File: src/rtl/cpu_pkg.sv
// Shared CPU definitions: datapath widths, ALU opcodes and the forwarding bundle.
package cpu_pkg;

  localparam int unsigned XLEN    = 32;
  localparam int unsigned RADDR_W = 5;

  typedef logic [3:0] alu_op_t;

  localparam alu_op_t ALU_ADD  = 4'b0000;
  localparam alu_op_t ALU_SUB  = 4'b0001;
  localparam alu_op_t ALU_AND  = 4'b0010;
  localparam alu_op_t ALU_OR   = 4'b0011;
  localparam alu_op_t ALU_XOR  = 4'b0100;
  localparam alu_op_t ALU_NOR  = 4'b0101;
  localparam alu_op_t ALU_SLT  = 4'b0110;
  localparam alu_op_t ALU_SLTU = 4'b0111;
  localparam alu_op_t ALU_SLL  = 4'b1000;
  localparam alu_op_t ALU_SRL  = 4'b1001;
  localparam alu_op_t ALU_LUI  = 4'b1010;
  localparam alu_op_t ALU_SRA  = 4'b1011;

  // One later-stage register write, as seen by the forwarding logic
  typedef struct packed {
    logic               we;
    logic [RADDR_W-1:0] rd;
    logic [XLEN-1:0]    data;
  } fwd_bus_t;

  // A producer matches a source when it writes that register and it is not x0
  function automatic logic fwd_hit(input fwd_bus_t f, input logic [RADDR_W-1:0] rs);
    return f.we && (f.rd == rs) && (rs != '0);
  endfunction

endpackage

File: src/rtl/id_ex_stage_if.sv
// Decode -> execute handshake bus, operand payload and MEM/WB forwarding inputs.
interface id_ex_stage_if;
  import cpu_pkg::*;

  logic               flush;
  logic               in_valid;
  logic               in_ready;
  logic [RADDR_W-1:0] in_rs1_addr;
  logic [RADDR_W-1:0] in_rs2_addr;
  logic [RADDR_W-1:0] in_rd_addr;
  logic [XLEN-1:0]    in_rs1_data;
  logic [XLEN-1:0]    in_rs2_data;
  logic [XLEN-1:0]    in_imm;
  logic               in_alu_src_imm;
  logic [3:0]         in_alu_control;
  logic               in_reg_write;

  logic               fwd_mem_we;
  logic [RADDR_W-1:0] fwd_mem_rd;
  logic [XLEN-1:0]    fwd_mem_data;
  logic               fwd_wb_we;
  logic [RADDR_W-1:0] fwd_wb_rd;
  logic [XLEN-1:0]    fwd_wb_data;

  logic               out_valid;
  logic               out_ready;
  logic [XLEN-1:0]    alu_a;
  logic [XLEN-1:0]    alu_b;
  logic [3:0]         alu_control;
  logic [XLEN-1:0]    store_data;
  logic [RADDR_W-1:0] rd_addr;
  logic               reg_write;

  modport master (
    output flush, in_valid, in_rs1_addr, in_rs2_addr, in_rd_addr, in_rs1_data,
           in_rs2_data, in_imm, in_alu_src_imm, in_alu_control, in_reg_write,
           fwd_mem_we, fwd_mem_rd, fwd_mem_data, fwd_wb_we, fwd_wb_rd, fwd_wb_data,
           out_ready,
    input  in_ready, out_valid, alu_a, alu_b, alu_control, store_data, rd_addr, reg_write
  );

  modport slave (
    input  flush, in_valid, in_rs1_addr, in_rs2_addr, in_rd_addr, in_rs1_data,
           in_rs2_data, in_imm, in_alu_src_imm, in_alu_control, in_reg_write,
           fwd_mem_we, fwd_mem_rd, fwd_mem_data, fwd_wb_we, fwd_wb_rd, fwd_wb_data,
           out_ready,
    output in_ready, out_valid, alu_a, alu_b, alu_control, store_data, rd_addr, reg_write
  );

endinterface

File: src/rtl/id_ex_stage_fwd_sel.sv
// Operand source selector: MEM result, else WB result, else register-file data.
// Selection is active only when ID_EX_FWD_EN is defined; otherwise rf_data passes through.
module fwd_sel
  import cpu_pkg::*;
(
  input  logic [RADDR_W-1:0] rs,
  input  logic [XLEN-1:0]    rf_data,
  input  fwd_bus_t           mem,
  input  fwd_bus_t           wb,
  output logic [XLEN-1:0]    operand_c
);

`ifdef ID_EX_FWD_EN
  always_comb begin
    operand_c = rf_data;
    if (fwd_hit(mem, rs)) begin
      operand_c = mem.data;
    end else if (fwd_hit(wb, rs)) begin
      operand_c = wb.data;
    end
  end
`else
  logic unused_fwd_c;
  assign unused_fwd_c = ^{rs, mem, wb};
  assign operand_c    = rf_data;
`endif

endmodule

File: src/rtl/id_ex_stage.sv
// ID/EX pipeline register with valid/ready handshake, flush, and MEM/WB operand
// forwarding at capture and while stalled (forwarding built only with ID_EX_FWD_EN).
module id_ex_stage
  import cpu_pkg::*;
(
  input logic           clk,
  input logic           rst,
  id_ex_stage_if.slave  bus
);

  logic               vld_q;
  logic [XLEN-1:0]    alu_a_q;
  logic [XLEN-1:0]    alu_b_q;
  logic [XLEN-1:0]    store_q;
  logic [3:0]         ctrl_q;
  logic [RADDR_W-1:0] rd_q;
  logic [RADDR_W-1:0] rs1_q;
  logic [RADDR_W-1:0] rs2_q;
  logic               src_imm_q;
  logic               rw_q;

  logic               in_ready_c;
  logic               capture_c;
  logic               hold_c;
  logic               drain_c;
  fwd_bus_t           mem_c;
  fwd_bus_t           wb_c;
  logic [XLEN-1:0]    cap_a_c;
  logic [XLEN-1:0]    cap_b_c;
  logic [XLEN-1:0]    snp_a_c;
  logic [XLEN-1:0]    snp_b_c;

  assign in_ready_c = !bus.flush && (!vld_q || bus.out_ready);
  assign capture_c  = bus.in_valid && in_ready_c;
  assign hold_c     = vld_q && !bus.out_ready && !bus.flush;
  assign drain_c    = vld_q && bus.out_ready;

  assign mem_c = '{we: bus.fwd_mem_we, rd: bus.fwd_mem_rd, data: bus.fwd_mem_data};
  assign wb_c  = '{we: bus.fwd_wb_we,  rd: bus.fwd_wb_rd,  data: bus.fwd_wb_data};

  // Capture-time selection on the decode-side sources
  fwd_sel u_cap_a (.rs(bus.in_rs1_addr), .rf_data(bus.in_rs1_data), .mem(mem_c), .wb(wb_c), .operand_c(cap_a_c));
  fwd_sel u_cap_b (.rs(bus.in_rs2_addr), .rf_data(bus.in_rs2_data), .mem(mem_c), .wb(wb_c), .operand_c(cap_b_c));

  // Snoop on the held entry so a stalled operand picks up a producer that moved on
  fwd_sel u_snp_a (.rs(rs1_q), .rf_data(alu_a_q), .mem(mem_c), .wb(wb_c), .operand_c(snp_a_c));
  fwd_sel u_snp_b (.rs(rs2_q), .rf_data(store_q), .mem(mem_c), .wb(wb_c), .operand_c(snp_b_c));

  // alu_b is kept as its own flop so every output is a direct register
  always_ff @(posedge clk or posedge rst) begin
    if (rst) begin
      vld_q     <= 1'b0;
      alu_a_q   <= '0;
      alu_b_q   <= '0;
      store_q   <= '0;
      ctrl_q    <= ALU_ADD;
      rd_q      <= '0;
      rs1_q     <= '0;
      rs2_q     <= '0;
      src_imm_q <= 1'b0;
      rw_q      <= 1'b0;
    end else if (bus.flush) begin
      vld_q <= 1'b0;
      rw_q  <= 1'b0;
    end else if (capture_c) begin
      vld_q     <= 1'b1;
      alu_a_q   <= cap_a_c;
      alu_b_q   <= bus.in_alu_src_imm ? bus.in_imm : cap_b_c;
      store_q   <= cap_b_c;
      ctrl_q    <= bus.in_alu_control;
      rd_q      <= bus.in_rd_addr;
      rs1_q     <= bus.in_rs1_addr;
      rs2_q     <= bus.in_rs2_addr;
      src_imm_q <= bus.in_alu_src_imm;
      rw_q      <= bus.in_reg_write;
    end else if (hold_c) begin
      alu_a_q <= snp_a_c;
      store_q <= snp_b_c;
      if (!src_imm_q) begin
        alu_b_q <= snp_b_c;
      end
    end else if (drain_c) begin
      vld_q <= 1'b0;
      rw_q  <= 1'b0;
    end
  end

  assign bus.in_ready    = in_ready_c;
  assign bus.out_valid   = vld_q;
  assign bus.alu_a       = alu_a_q;
  assign bus.alu_b       = alu_b_q;
  assign bus.alu_control = ctrl_q;
  assign bus.store_data  = store_q;
  assign bus.rd_addr     = rd_q;
  assign bus.reg_write   = rw_q;

endmodule

File: src/flat_wrapper.sv
// flat-port wrapper written by rule: the top's interface ports become plain ports
module id_ex_stage_flat import cpu_pkg::*;
  (clk, rst, bus_flush, bus_in_valid, bus_in_rs1_addr, bus_in_rs2_addr, bus_in_rd_addr, bus_in_rs1_data, bus_in_rs2_data, bus_in_imm, bus_in_alu_src_imm, bus_in_alu_control, bus_in_reg_write, bus_fwd_mem_we, bus_fwd_mem_rd, bus_fwd_mem_data, bus_fwd_wb_we, bus_fwd_wb_rd, bus_fwd_wb_data, bus_out_ready, bus_in_ready, bus_out_valid, bus_alu_a, bus_alu_b, bus_alu_control, bus_store_data, bus_rd_addr, bus_reg_write);
  id_ex_stage_if bus_i ();
  input logic clk;
  input logic rst;
  input wire logic [$bits(bus_i.flush)-1:0] bus_flush;
  input wire logic [$bits(bus_i.in_valid)-1:0] bus_in_valid;
  input wire logic [$bits(bus_i.in_rs1_addr)-1:0] bus_in_rs1_addr;
  input wire logic [$bits(bus_i.in_rs2_addr)-1:0] bus_in_rs2_addr;
  input wire logic [$bits(bus_i.in_rd_addr)-1:0] bus_in_rd_addr;
  input wire logic [$bits(bus_i.in_rs1_data)-1:0] bus_in_rs1_data;
  input wire logic [$bits(bus_i.in_rs2_data)-1:0] bus_in_rs2_data;
  input wire logic [$bits(bus_i.in_imm)-1:0] bus_in_imm;
  input wire logic [$bits(bus_i.in_alu_src_imm)-1:0] bus_in_alu_src_imm;
  input wire logic [$bits(bus_i.in_alu_control)-1:0] bus_in_alu_control;
  input wire logic [$bits(bus_i.in_reg_write)-1:0] bus_in_reg_write;
  input wire logic [$bits(bus_i.fwd_mem_we)-1:0] bus_fwd_mem_we;
  input wire logic [$bits(bus_i.fwd_mem_rd)-1:0] bus_fwd_mem_rd;
  input wire logic [$bits(bus_i.fwd_mem_data)-1:0] bus_fwd_mem_data;
  input wire logic [$bits(bus_i.fwd_wb_we)-1:0] bus_fwd_wb_we;
  input wire logic [$bits(bus_i.fwd_wb_rd)-1:0] bus_fwd_wb_rd;
  input wire logic [$bits(bus_i.fwd_wb_data)-1:0] bus_fwd_wb_data;
  input wire logic [$bits(bus_i.out_ready)-1:0] bus_out_ready;
  output wire logic [$bits(bus_i.in_ready)-1:0] bus_in_ready;
  output wire logic [$bits(bus_i.out_valid)-1:0] bus_out_valid;
  output wire logic [$bits(bus_i.alu_a)-1:0] bus_alu_a;
  output wire logic [$bits(bus_i.alu_b)-1:0] bus_alu_b;
  output wire logic [$bits(bus_i.alu_control)-1:0] bus_alu_control;
  output wire logic [$bits(bus_i.store_data)-1:0] bus_store_data;
  output wire logic [$bits(bus_i.rd_addr)-1:0] bus_rd_addr;
  output wire logic [$bits(bus_i.reg_write)-1:0] bus_reg_write;
  assign bus_i.flush = bus_flush;
  assign bus_i.in_valid = bus_in_valid;
  assign bus_i.in_rs1_addr = bus_in_rs1_addr;
  assign bus_i.in_rs2_addr = bus_in_rs2_addr;
  assign bus_i.in_rd_addr = bus_in_rd_addr;
  assign bus_i.in_rs1_data = bus_in_rs1_data;
  assign bus_i.in_rs2_data = bus_in_rs2_data;
  assign bus_i.in_imm = bus_in_imm;
  assign bus_i.in_alu_src_imm = bus_in_alu_src_imm;
  assign bus_i.in_alu_control = bus_in_alu_control;
  assign bus_i.in_reg_write = bus_in_reg_write;
  assign bus_i.fwd_mem_we = bus_fwd_mem_we;
  assign bus_i.fwd_mem_rd = bus_fwd_mem_rd;
  assign bus_i.fwd_mem_data = bus_fwd_mem_data;
  assign bus_i.fwd_wb_we = bus_fwd_wb_we;
  assign bus_i.fwd_wb_rd = bus_fwd_wb_rd;
  assign bus_i.fwd_wb_data = bus_fwd_wb_data;
  assign bus_i.out_ready = bus_out_ready;
  assign bus_in_ready = bus_i.in_ready;
  assign bus_out_valid = bus_i.out_valid;
  assign bus_alu_a = bus_i.alu_a;
  assign bus_alu_b = bus_i.alu_b;
  assign bus_alu_control = bus_i.alu_control;
  assign bus_store_data = bus_i.store_data;
  assign bus_rd_addr = bus_i.rd_addr;
  assign bus_reg_write = bus_i.reg_write;
  id_ex_stage u_core (.clk(clk), .rst(rst), .bus(bus_i));
endmodule
File: config.mk
export PLATFORM = sky130hd
export DESIGN_NAME = id_ex_stage_flat
export DESIGN_NICKNAME = d
export VERILOG_FILES = /design/src/rtl/cpu_pkg.sv /design/src/rtl/id_ex_stage_if.sv /design/src/rtl/id_ex_stage_fwd_sel.sv /design/src/rtl/id_ex_stage.sv /design/src/flat_wrapper.sv
export SDC_FILE = /design/constraint.sdc
export NUM_CORES = 1
export LEC_CHECK = 0
export ABC_AREA = 1
export CAP_MARGIN = 20
export CORE_AREA = 2 2 118 120
export DETAILED_ROUTE_END_ITERATION = 12
export DIE_AREA = 0 0 120 122
export PLACE_DENSITY_LB_ADDON = 0.08
export SLEW_MARGIN = 20
export SYNTH_ARGS = -nofsm -noshare
export SYNTH_HDL_FRONTEND = slang
export SYNTH_SLANG_ARGS = --single-unit
File: constraint.sdc
create_clock -name clk -period 8.8 [get_ports clk]
set_input_delay 2.2 -clock clk [delete_from_list [all_inputs] [get_ports clk]]
set_output_delay 2.2 -clock clk [all_outputs]
set_load 0.02 [all_outputs]
Word-level counts from Yosys, hierarchy flattened --
Cells that the tools add are included. W data, S select, Z words.
Word-level totals: register bits after elaboration 108, logic and storage cells 35, bits of input ports 198
Operators by class: mux-type cells 10, bitwise operators 1, equality and inequality tests 2, reduce and logical (&&, ||, !) cells 14
Operators by type and width (count):
- $mux W32 | 4
- $mux W1 | 6
- $logic_and A1 B1 Y1 | 5
- $reduce_and A2 Y1 | 2
- $logic_not A1 Y1 | 3
- $ne A3 B2 Y1 const B | 1
- $reduce_and A3 Y1 | 1
- $reduce_bool A3 Y1 | 1
- $ne A2 B2 Y1 const B | 1
- $reduce_bool A2 Y1 | 1
- $logic_or A1 B1 Y1 | 1
- $not A1 Y1 | 1

Depth between registers and ports, before layout --
word-level depth 6, gate-level depth with buffers 9, mapped depth without buffers 7

Cells and area by module --
A second synthesis with hierarchy kept.
Second synthesis, totals: cells, all modules 1030, area total of the unflattened synthesis 7190.6 µm²
Modules (own cells, without submodules):
- id_ex_stage | area an instance 6229.7 µm², cells an instance 902, instances 1
- fwd_sel | area an instance 240.2 µm², cells an instance 32, instances 4

Worst setup path after synthesis --
OpenSTA, ideal clock, no wires.
path type input -> output, start in bus_out_ready, end out bus_in_ready, path slack 3759 ps, data required time 6600 ps, cell stages on the path 3, data arrival time 2841 ps, path buffers 1, cells stage by stage inv_1 a21oi_4 clkbuf_1
Between the ends: longest elaborated chain between the ends 2
Ends and longest elaborated chain:
- start, declared | line flat_wrapper.sv:24 | input wire logic [$bits(bus_i.out_ready)-1:0] bus_out_ready;
- $logic_or A1 B1 Y1 | line id_ex_stage.sv:33 | assign in_ready_c = !bus.flush && (!vld_q || bus.out_ready);
- $logic_and A1 B1 Y1 | line id_ex_stage.sv:33
- end, declared | line flat_wrapper.sv:25 | output wire logic [$bits(bus_i.in_ready)-1:0] bus_in_ready;
Every way passes these cells.

Worst setup path in the final report --
Ends and elaborated chain as after synthesis.

==> results.yml <==
yosys:
  syn_inst: 644
  yosys_warnings: 0
  yosys-top-cells-area: "dfrtp_1 (55%), nand2_1 (28%), nand3_1 (11%), buf_2 (2.2%), clkbuf_1 (0.99%)"
  yosys.area.top_type: "dfrtp_1"
  syn-cell-area_um2: 4940
  ys_seq_elements: 108
  mappedNetlistNets: 842
  synth.distinct_cells: 14
  yosysMostFrequentCell: "nand2_1"
  synth_top_area_share: 0.547
  synth-main-ff-cell: "dfrtp_1"
  synth.top_cells.by_count: "nand2_1 (374), dfrtp_1 (108), nand3_1 (108), buf_2 (22), clkbuf_1 (13)"
  ys_seq_area_frac: 0.547
  synth-edff-count: 0
  avgSynthCellArea_um2: 7.68
  synthArstFlopShare: 1.00
sta:
  timing.setup.tns_ps: 0
  hold_violations: 0
  slew_violations: 0
  fin_crit_sh: 0.651
  max_slew_margin: 0.270
  setup_ws_ps: 3070
  setup_viol: 0
  grt_setup_unrepaired: "false"
  skew_ps: 2.99
  timing.fmax_mhz: 175
  worst_pin_slew_ps: 1090
  period_minus_slack_ps: 5730
clock_network:
  clock-root-buffer: "clkbuf_16"
  insertion_delay_ps: 350
  post_cts_buffers: 0
  cts_tree: "done"
  clk_path_buf_depth: 2
  clkTransAtPathRegs_ps: 70
  post_cts_resized: 0
  ctsHoldBuffers: 0
  cts.sinks: 108
  cts_made_buffers: 9
  htreeDepth: 3
layout:
  fill_cells: 1261
  stdcell_count: 1019
  antenna_cells: 0
  drive_gt1_frac: 0.0310
  fin_area_um2: 7480
  nNetsFinal: 1034
  multi_input_area_um2: 2000
  area_delta_synth_final_pct: 51.4
  ff_latch_area_um2: 2700
  post-route-util: 0.554
routing:
  vias_per_cell: 4.85
  dr.pass1.iters: 5
  vias: 4942
  avgRoutedWirePerCell_um: 15.4
  first_iter_violations: 333
  wirelength_mm: 15.7
  ant_nets: 0
  drc: 0
grt:
  antenna_found_initial: 1
  grtUsageTotal: 0.215
  grt_start_max_net_pins: 107
  grt_overflow_total: 0
  grt_pass1_wl_mm: 24.8
  grt_pass1_vias: 4808
worst_setup_path:
  cp.required_ps: 6600
  reg2reg_to: "u_core.bus.alu_b[26]$_DFFE_PP0P_"
  path_class: "primary input to output pin"
  r2r_start: "u_core.bus.out_valid$_DFFE_PP0P_"
  crit_top_cell: "clkdlybuf4s50_1"
  startpoint_type: "primary input"
  path_max_fanout: 3
  cp_slowest_cell: "clkdlybuf4s50_1"
  crit_family: "buffers and inverters"
  ff2ff_path_depth: 5
  crit_chain: "clkdlybuf4s50_1 -> inv_1 -> a21oi_4 -> clkdlybuf4s50_1"
  arrival_ps: 3530
  critPathMaxStageDelay_ps: 630
  reg2reg_slack_ps: 6440
  critPathCaptureType: "output pin"
  path_buf_inv: 3
place:
  port_buffers: 219
  gp_congestion: 0.782
  placed_cells: 1004
  place_ws_ps: 3070
  placed_area_um2: 7170
  dpl.hpwl_mm: 9.85
die:
  dieArea_um2: 14600
  fp.dieW_um: 120
  rows: 43
  num_io_pins: 306
  coreArea_um2: 13500
  die_h_um: 122
  start_util: 0.366
power_and_ir_drop:
  power_frac_seq: 0.406
  pwr-share-comb: 0.327
  clkPwrFrac: 0.267
  p_per_area_nw_per_um2: 206
  p_sw_w: 0.000497
  intPower_w: 0.00105
  switching_share: 0.322
  ir_worst_vdd_mv: 0.0875
  leakage_nw: 3.78
min_path:
  hold_end: "u_core.bus.alu_b[10]$_DFFE_PP0P_"
  hp-class: "flop to flop"
  whs_path_depth: 2
  min_from: "u_core.bus.alu_b[10]$_DFFE_PP0P_"
flow_run:
  maxCapViolCount: 0
run_status:
  status: "finished, final reports clean"
[how the worst max path moves through the flow]
stage / start / cells after the start / endpoint
after floorplan: rst / 1 / u_core.bus.alu_a[0]$_DFFE_PP0P_
after global placement: bus_out_ready / 4 / bus_in_ready
after detailed placement: bus_out_ready / 4 / bus_in_ready
after CTS: bus_out_ready / 4 / bus_in_ready
after global routing: bus_out_ready / 4 / bus_in_ready
final: bus_out_ready / 4 / bus_in_ready
[logic make-up after synthesis]
group,count (synthesis),synth area share
AND/OR/NAND/NOR,483,0.395
flip-flops,108,0.547
AO/OA/AOI/OAI,4,0.00709
buffers and inverters,49,0.0511
[tightest hold or removal path, delay by kind of cell (launching register included)]
kind          cells  cell delay [ps]
simple gates      2              110
flops             1              340
[final cells by class]
| cell class | instances | share of cell area |
|---|---|---|
| Clock buffer | 12 | 0.0343 |
| Multi-Input combinational cell | 487 | 0.267 |
| Clock inverter | 2 | 0.00468 |
| Tap cell | 180 | 0.0301 |
| Sequential cell | 108 | 0.361 |
| Timing Repair Buffer | 225 | 0.300 |
| Inverter | 5 | 0.00284 |
[per-stage QoR]
stage | power [W] | hold WS (ps)
CTS | 0.00156 | 483
global placement | 0.00114 | 462
finish | 0.00154 | 480
floorplan | 0.000876 | 477
detailed placement | 0.00114 | 464
global route | 0.00162 | 496
[state kept, by name, indices dropped and copies added (netlist names)]
signal                  count
u_core.bus.out_valid        1
u_core.bus.store_data      32
u_core.bus.rd_addr          5
u_core.bus.alu_b           32
u_core.src_imm_q            1
u_core.bus.alu_control      4
u_core.bus.alu_a           32
u_core.bus.reg_write        1
[routing by layer]
metal | wire [µm] | global-route usage | up-vias
li1 | - | - | 2402
met1 | 6930 | 0.282 | 2318
met2 | 7070 | 0.339 | 201
met3 | 1400 | 0.0684 | 19
met4 | 265 | 0.0743 | 2
met5 | 13 | 0 | -
[power by group through the flow]
stage                     clock network (W)  registers, W  logic (W)
after detailed placement                  0      0.000636   0.000507
after global placement                    0      0.000632   0.000505
final                              0.000412      0.000628   0.000505
after floorplan                           0      0.000736   0.000140
after global routing               0.000439      0.000639   0.000546
after CTS                          0.000421      0.000628   0.000510
[cell usage in the layout, fill, tap and decap left out, types with 2 or more instances in the layout]
cell type        instances
inv_1                    2
clkbuf_16                9
nand2_1                374
buf_4                    6
dfrtp_1                108
nand3_1                108
o21ai_0                  2
inv_2                    2
clkbuf_8                 2
clkdlybuf4s50_1        218
Note: power is estimated with default switching activity, not from simulation.
